==> src/rtl/wbcmd_multi.sv <==
// wbcmd_multi: sequenced command engine. It accepts byte-burst requests,
// runs them as byte-wide Wishbone cycles and returns a header plus the
// data bytes as a pulled response stream.
module wbcmd_multi #(
    parameter int ADDR_W  = 16,
    parameter int NBYTES  = 4,
    parameter int TIMEOUT = 255
) (
    input  logic                  clk,
    input  logic                  rst,
    input  logic                  req_stb_i,
    input  logic [5:0]            req_seq_i,
    input  logic                  req_we_i,
    input  logic [7:0]            req_len_i,
    input  logic [ADDR_W-1:0]     req_adr_i,
    input  logic [8*NBYTES-1:0]   req_dat_i,
    output logic                  req_ready_o,
    output logic                  wb_stb_o,
    output logic                  wb_cyc_o,
    output logic                  wb_we_o,
    output logic [ADDR_W-1:0]     wb_adr_o,
    output logic [7:0]            wb_dat_o,
    input  logic [7:0]            wb_dat_i,
    input  logic                  wb_ack_i,
    output logic [7:0]            resp_data,
    output logic [9:0]            resp_count,
    output logic                  resp_avail,
    input  logic                  resp_pull
);

    localparam int          IDX_W = (NBYTES > 1) ? $clog2(NBYTES) : 1;
    localparam logic [7:0]  NB8   = 8'(NBYTES);
    localparam logic [31:0] TO_LAST = 32'(TIMEOUT - 1);

    typedef enum logic [1:0] {IDLE, XFER, RESP} state_t;

    state_t            state, state_nx;
    logic [5:0]        recv_seq;
    logic              to_flag;
    logic              bad;
    logic              we;
    logic [7:0]        len;
    logic [7:0]        k;
    logic [ADDR_W-1:0] adr_base;
    logic [7:0]        wbyte [NBYTES];
    logic [7:0]        rdat  [NBYTES];
    logic [31:0]       cnt;
    logic [9:0]        rlen;
    logic [9:0]        ridx;

    logic              take, seq_ok, ack, last, expire, pull_last;
    logic [7:0]        len_eff;

    // Request decode and transfer-completion conditions.
    always_comb begin
        take      = (state == IDLE) && req_stb_i;
        seq_ok    = (req_seq_i == recv_seq);
        len_eff   = (req_len_i > NB8) ? NB8 : req_len_i;
        ack       = (state == XFER) && wb_ack_i;
        last      = (k == len - 8'd1);
        expire    = (state == XFER) && !wb_ack_i && (TIMEOUT > 0) && (cnt == TO_LAST);
        pull_last = (state == RESP) && resp_pull && (ridx == rlen - 10'd1);
    end

    // State register.
    always_ff @(posedge clk) begin
        if (rst) state <= IDLE;
        else     state <= state_nx;
    end

    // Next state and all outputs.
    always_comb begin
        state_nx    = state;
        req_ready_o = 1'b0;
        wb_stb_o    = 1'b0;
        wb_cyc_o    = 1'b0;
        wb_we_o     = 1'b0;
        wb_adr_o    = '0;
        wb_dat_o    = '0;
        resp_avail  = 1'b0;
        resp_count  = '0;
        resp_data   = '0;
        case (state)
            IDLE: begin
                req_ready_o = 1'b1;
                if (take) state_nx = (seq_ok && len_eff != 8'd0) ? XFER : RESP;
            end
            XFER: begin
                wb_stb_o = 1'b1;
                wb_cyc_o = 1'b1;
                wb_we_o  = we;
                wb_adr_o = adr_base + ADDR_W'(k);
                wb_dat_o = wbyte[IDX_W'(k)];
                // An ack in the final timeout cycle is checked first and wins.
                if ((ack && last) || expire) state_nx = RESP;
            end
            RESP: begin
                resp_avail = 1'b1;
                resp_count = rlen - ridx;
                resp_data  = (ridx == 10'd0) ? {bad, to_flag, recv_seq}
                                             : rdat[IDX_W'(ridx - 10'd1)];
                if (pull_last) state_nx = IDLE;
            end
            default: state_nx = IDLE;
        endcase
    end

    // Request capture, byte transfer bookkeeping and response stepping.
    always_ff @(posedge clk) begin
        if (rst) begin
            recv_seq <= '0;
            to_flag  <= 1'b0;
            bad      <= 1'b0;
            we       <= 1'b0;
            len      <= '0;
            k        <= '0;
            adr_base <= '0;
            cnt      <= '0;
            rlen     <= '0;
            ridx     <= '0;
            for (int unsigned i = 0; i < NBYTES; i++) begin
                wbyte[i] <= '0;
                rdat[i]  <= '0;
            end
        end else begin
            case (state)
                IDLE: if (take) begin
                    k       <= '0;
                    cnt     <= '0;
                    ridx    <= '0;
                    to_flag <= 1'b0;
                    // Clearing the data bytes up front makes untransferred
                    // and rejected-response bytes read back as zero.
                    for (int unsigned i = 0; i < NBYTES; i++) rdat[i] <= '0;
                    if (seq_ok) begin
                        recv_seq <= recv_seq + 6'd1;
                        bad      <= 1'b0;
                        len      <= len_eff;
                        adr_base <= req_adr_i;
                        we       <= req_we_i;
                        rlen     <= 10'(len_eff) + 10'd1;
                        for (int unsigned i = 0; i < NBYTES; i++)
                            wbyte[i] <= req_dat_i[8*i +: 8];
                    end else begin
                        bad  <= 1'b1;
                        rlen <= 10'd2;
                    end
                end
                XFER: begin
                    if (ack) begin
                        rdat[IDX_W'(k)] <= we ? 8'h00 : wb_dat_i;
                        cnt <= '0;
                        if (!last) k <= k + 8'd1;
                    end else if (expire) begin
                        to_flag <= 1'b1;
                    end else begin
                        cnt <= cnt + 32'd1;
                    end
                end
                RESP: if (resp_pull) ridx <= ridx + 10'd1;
                default: ;
            endcase
        end
    end

endmodule
==> config.mk <==
export PLATFORM = sky130hd
export DESIGN_NAME = wbcmd_multi
export DESIGN_NICKNAME = d
export VERILOG_FILES = /design/src/rtl/wbcmd_multi.sv
export SDC_FILE = /design/constraint.sdc
export NUM_CORES = 1
export LEC_CHECK = 0
export ABC_AREA = 1
export CAP_MARGIN = 25
export CORE_MARGIN = 4
export CORE_UTILIZATION = 50
export DETAILED_ROUTE_END_ITERATION = 7
export GPL_TIMING_DRIVEN = 0
export PLACE_DENSITY = 0.84
export SLEW_MARGIN = 10
export SYNTH_ARGS = -nofsm -noshare
export SYNTH_HDL_FRONTEND = slang
export SYNTH_SLANG_ARGS = --single-unit
==> constraint.sdc <==
create_clock -name clk -period 2.06 [get_ports clk]
set_clock_uncertainty 0.05 [all_clocks]
set_input_delay 0.309 -clock clk [delete_from_list [all_inputs] [get_ports clk]]
set_output_delay 0.309 -clock clk [all_outputs]
set_load 0.1 [all_outputs]
## Yosys cells after proc, flatten, opt, wreduce, memory -nomap -nowiden

Memory sizes are Yosys's and may differ from the RTL's. A register that Yosys moved wholly into a read port is not among the register bits.
Index checks and enable logic that the tools add are counted.

| word-level totals | value |
|---|---|
| bits in registers | 95 |
| RAM bits | 64 |
| input port bits | 76 |
| output and inout bits | 47 |
| word-level logic and storage cells | 131 |
| memories | 2 |

| operators by class | value |
|---|---|
| add/sub/neg operators | 10 |
| $lt $le $gt $ge | 1 |
| equality and inequality tests | 15 |
| muxes and demuxes | 61 |
| bitwise gates (word level) | 8 |
| reductions and logical operators | 23 |

Memories:

| memory | depth | bits a word | read ports | clocked after memory_dff | write ports | line | source |
|---|---|---|---|---|---|---|---|
| rdat | 4 | 8 | 1 | 0 | 4 | 46 | `logic [7:0] rdat [NBYTES];` |
| wbyte | 4 | 8 | 1 | 1 | 4 | 45 | `logic [7:0] wbyte [NBYTES];` |

Operator list:

| cell | number |
|---|---|
| $mux 8 | 17 |
| $mux 32 | 3 |
| $pmux 32 s2 | 1 |
| $add 32x1->32 const B | 1 |
| $eq 32x8->1 const B | 1 |
| $mux 10 | 3 |
| $mux 1 | 24 |
| $pmux 10 s2 | 1 |
| $add 16x8->16 | 1 |
| $mux 16 | 1 |
| $pmux 8 s2 | 1 |
| $mux 2 | 7 |
| $ne 2x2->1 const B | 7 |
| $reduce_and 3->1 | 4 |
| $add 10x1->10 const B | 1 |
| $eq 10x10->1 | 1 |
| $logic_not 10->1 | 1 |
| $sub 10x1->10 const B | 1 |
| $sub 10x10->10 | 1 |
| $add 8x1->9 const B | 1 |
| $mux 9 | 1 |
| $add 8x1->8 const B | 1 |
| $eq 8x8->1 | 1 |
| $gt 8x3->1 const B | 1 |
| other kinds (20) | 36 |

## Depth between registers and ports, before layout

| depth | value |
|---|---|
| depth in word-level cells | 8 |
| gate-level depth with buffers | 16 |
| gate-level depth less buffers | 16 |

## Least setup slack after synthesis

No wires, ideal clock.

| timing path | value |
|---|---|
| kind | flip-flop to output port |
| start | reg k[0] |
| end | out wb_adr_o[14] |
| arrival time | 3.787 ns |
| data required time | 1.701 ns |
| slack | -2.086 ns |
| cell stages (with the launch flop) | 11 |
| buffers on the path | 0 |
| cells stage by stage | dfxtp_1 -> ha_1 -> fa_1 -> nand3_1 -> nand3_1 -> inv_1 -> o21ai_0 -> nand2_1 -> nor2_1 -> a21oi_1 -> a211oi_1 |

| on the way | value |
|---|---|
| cells in the longest elaborated chain, start to end | 2 |

RTL lines:

| what | line | source |
|---|---|---|
| start, declared | 43 | `logic [7:0] k;` |
| start signal, assigned | 153 | `if (!last) k <= k + 8'd1;` |
| $add 16x8->16 | 92 | `wb_adr_o = adr_base + ADDR_W'(k);` |
| $mux 16 | 83 | `case (state)` |
| end, declared | 21 | `output logic [ADDR_W-1:0] wb_adr_o,` |

No other way between the ends.

## Worst setup path after layout

| timing path | value |
|---|---|
| start | reg k[7] |
| end | out wb_adr_o[15] |

The elaborated chain is that of the path after synthesis.

==> flow_metrics.tcl <==
set metrics [dict create \
    outcome "finished with violations" \
    failed_checks "design-rule violations, negative setup slack" \
    rsz0062_at_grt "true" \
    final_max_slew_viol_count 0 \
    cts-hold-fix-buffers 0 \
    setup.worst_path.start_class "register" \
    yosys_register_bits 160 \
    grt_antenna_before_repair 1 \
    place_area_um2 11700 \
    cts-buffers-inserted 17 \
    power_frac_comb 0.476 \
    core-area_um2 18100 \
    insertion_delay_ns 0.45 \
    synth_enable_flop_cells 64 \
    ys_seq_area_frac 0.416 \
    ys_types 41 \
    port-buffer-count 121 \
    switching_power_of_the_nets_mw 5.97 \
    static_power_due_to_leakage_nw 5.64 \
    worst_pin_slew_ns 0.837 \
    cts.root.buffer_cell "sky130_fd_sc_hd__clkbuf_16" \
    routed_wirelength_mm 41.2 \
    grt_pass1_vias 10189 \
    p_int_mw 7.81 \
    post_route_cells_drive_above_1_share 0.331 \
    warnings_synthesis 0 \
    first_pass_grt_wire_length_mm 52.1 \
    power.share.switching 0.433 \
    top_level_ports 123 \
    instances_no_fill 1767 \
    power.share.sequential 0.270 \
    post-route-min-period_ns 2.98 \
    drtPass1Iterations 8 \
    clock_power_share 0.254 \
    clk_transition_reported_paths_ns 0.08 \
    place.detailed.hpwl_mm 19.9 \
    finish.instance_area_um2 14500 \
    place.detailed.instances 1654 \
    route.detailed.wl_per_inst_um 23.3 \
    row_count 49 \
    synth.net_count 1412 \
    critPathKind "reg -> out" \
    min_path_type "in -> reg" \
    period_share 1.45 \
    vias_per_cell 6.42 \
    global_route.overflow_total 0 \
    ys_dominant_reg_cell "sky130_fd_sc_hd__dfxtp_1" \
    drt_first_iter_violations 1705 \
    grt_start_max_net_pins 42 \
    worstPathRequired_ns 1.70 \
    fmax_mhz 336 \
    grt_util_all_layers 0.320 \
    clock_sink_count 160 \
    globalplace.congestion 0.992 \
    worstPathMaxFanout 4 \
    synth-async-reset-ratio 0 \
    post_detailed_route_count_of_antenna_violating_nets 0 \
    synth_area_um2 9240 \
    clk_path_buf_depth 2 \
    die_width_um 144 \
    fp.dieArea_um2 20700 \
    netlist.area_leader.share 0.208 \
    synthTopCellsByArea "sky130_fd_sc_hd__dfxtp_1 (21%), sky130_fd_sc_hd__edfxtp_1 (21%), sky130_fd_sc_hd__nor2_1 (11%)" \
    height_of_the_die_um 144 \
    hold_viol 0 \
    syn_to_final_growth_pct 56.5 \
    start_util 0.511 \
    setup_viol 184 \
    max_cap_violations 0 \
    timing.critical_path.arrival_ns 2.62 \
    vdd_drop_max_v 0.000648 \
    power-per-cell-area_nw_per_um2 952 \
    cp-end-kind "primary output" \
    htree_levels 4 \
    synth_top_area_cell "sky130_fd_sc_hd__dfxtp_1" \
    post_synth_inst_count 1304 \
    synthesis.area_per_instance_um2 7.09 \
    num_vias 11336 \
    antenna_diode_count 0 \
    reg2reg_slack_ns -0.36 \
    remaining_drc_errors 20 \
    postLayoutSetupSlackWorst_ns -0.921 \
    tritoncts "built" \
    final_nets 1633 \
    max_slew_headroom 0.442 \
]
-- worst max-delay path, cell delays in order, from the launching register on --
cell	delay [ns]
sky130_fd_sc_hd__dfxtp_4	0.37
sky130_fd_sc_hd__ha_4	0.28
sky130_fd_sc_hd__nand2_4	0.06
sky130_fd_sc_hd__nor3_4	0.38
sky130_fd_sc_hd__nand3_2	0.21
sky130_fd_sc_hd__a31oi_4	0.30
sky130_fd_sc_hd__nand2_2	0.14
sky130_fd_sc_hd__o21ai_2	0.19
sky130_fd_sc_hd__a21oi_4	0.05
sky130_fd_sc_hd__buf_12	0.16
-- routing by layer --
layer | global-route usage | wire [um] | vias to the layer above | share of wire
met1 | 0.376 | 13900 | 5215 | 0.34
met5 | 0 | 13 | - | 0.00032
li1 | - | - | 4710 | -
met3 | 0.0666 | 4810 | 356 | 0.12
met4 | 0.197 | 3360 | 2 | 0.082
met2 | 0.536 | 19100 | 1053 | 0.46
-- power groups by stage --
stage / sequential [mW] / clock, mW / combinational, mW
6_report: 3.71 / 3.50 / 6.56
3_3_place_gp: 3.71 / 0 / 4.33
5_1_grt: 3.72 / 3.59 / 6.77
4_1_cts: 3.67 / 3.39 / 5.53
3_5_place_dp: 3.72 / 0 / 4.40
2_1_floorplan: 3.68 / 0 / 3.38
-- kinds of logic (layout without fill, tap and decap cells) --
family,after synthesis,in the layout,share of synthesized area
AOI/OAI and AO/OA,193,193,0.111
xor gates and xnor gates,36,36,0.0341
adders and majority gates,32,32,0.0449
buffers and inverters,198,432,0.0847
DFF,160,160,0.416
and+or+nand+nor,685,685,0.309
-- area by class of cell --
cell class	instances	area [um^2]
clock inverters	15	199
inverters	157	644
plain buffers	36	343
multi-input cells	946	6230
fillers	904	3620
repair buffers	207	2410
well taps	229	287
flip-flops and latches	160	3930
clock buffers	17	425
-- metrics by stage --
step	power, mW	hold WS (ns)	TNS (ns)	util	worst slack [ns]
after CTS	12.6	0.349	-14.03	0.753	-0.741
after floorplan	7.06	0.362	-12.05	-	-0.623
after global placement	8.04	0.386	-91.68	0.646	-1.42
final	13.8	0.374	-40.48	0.800	-0.921
after global routing	14.1	0.374	-44.18	0.800	-0.965
after detailed placement	8.12	0.393	-99.27	0.646	-1.46
-- sequential cells by signal, indices dropped and copies added (netlist names), named ones only --
register,flops
recv_seq,6
rlen,9
state,2
k,8
cnt,32
to_flag,1
len,8
bad,1
we,1
wbyte,32
adr_base,16
ridx,10
rdat,32
-- cells in the mapped netlist (3+ instances only) --
master	instances
sky130_fd_sc_hd__edfxtp_1	64
sky130_fd_sc_hd__a21oi_1	77
sky130_fd_sc_hd__nor2_2	5
sky130_fd_sc_hd__or2_2	6
sky130_fd_sc_hd__xor2_1	18
sky130_fd_sc_hd__nor2_1	266
sky130_fd_sc_hd__buf_1	5
sky130_fd_sc_hd__ha_1	30
sky130_fd_sc_hd__o21ai_0	85
sky130_fd_sc_hd__a21o_1	3
sky130_fd_sc_hd__nor3_1	36
sky130_fd_sc_hd__inv_1	148
sky130_fd_sc_hd__o21ai_1	3
sky130_fd_sc_hd__xnor2_1	18
sky130_fd_sc_hd__buf_2	8
sky130_fd_sc_hd__nand2_1	262
sky130_fd_sc_hd__a211oi_1	8
sky130_fd_sc_hd__nand3_1	65
sky130_fd_sc_hd__nand2_2	4
sky130_fd_sc_hd__nand4_1	29
sky130_fd_sc_hd__dfxtp_1	96
sky130_fd_sc_hd__clkbuf_1	22
sky130_fd_sc_hd__inv_2	7
sky130_fd_sc_hd__a31oi_1	10
sky130_fd_sc_hd__nor4_1	5
sky130_fd_sc_hd__buf_4	4
-- cells in the final DEF, fill, tap and decap left out, types with 28 or more instances in the layout --
cell type	instances
sky130_fd_sc_hd__nand3_1	53
sky130_fd_sc_hd__nor2_4	32
sky130_fd_sc_hd__nand4_1	29
sky130_fd_sc_hd__a21oi_1	42
sky130_fd_sc_hd__inv_1	125
sky130_fd_sc_hd__nor3_1	28
sky130_fd_sc_hd__o21ai_2	37
sky130_fd_sc_hd__nor2_1	209
sky130_fd_sc_hd__nand2_2	28
sky130_fd_sc_hd__dfxtp_1	58
sky130_fd_sc_hd__edfxtp_1	64
sky130_fd_sc_hd__nand2_1	227
sky130_fd_sc_hd__buf_4	67
sky130_fd_sc_hd__clkdlybuf4s50_1	74
sky130_fd_sc_hd__nor2_2	31
sky130_fd_sc_hd__buf_12	45
sky130_fd_sc_hd__o21ai_0	28
-- what timing repair did --
item	4_1_cts	5_1_grt
gates resized for setup	587	161
setup endpoints to repair	103	217
pin swaps	46	73
endpoints found under the hold margin	0	0
setup buffers	48	38
cloned	1	4
-- path summary, 6_finish.rpt --
check	start	to	cells after the start
min reg2reg	adr_base[5]	adr_base[5]	2
min	req_adr_i[5]	adr_base[5]	3
max	k[7]	wb_adr_o[15]	9
max reg2reg	len[1]	k[3]	12
(Power assumes the default switching activity.)
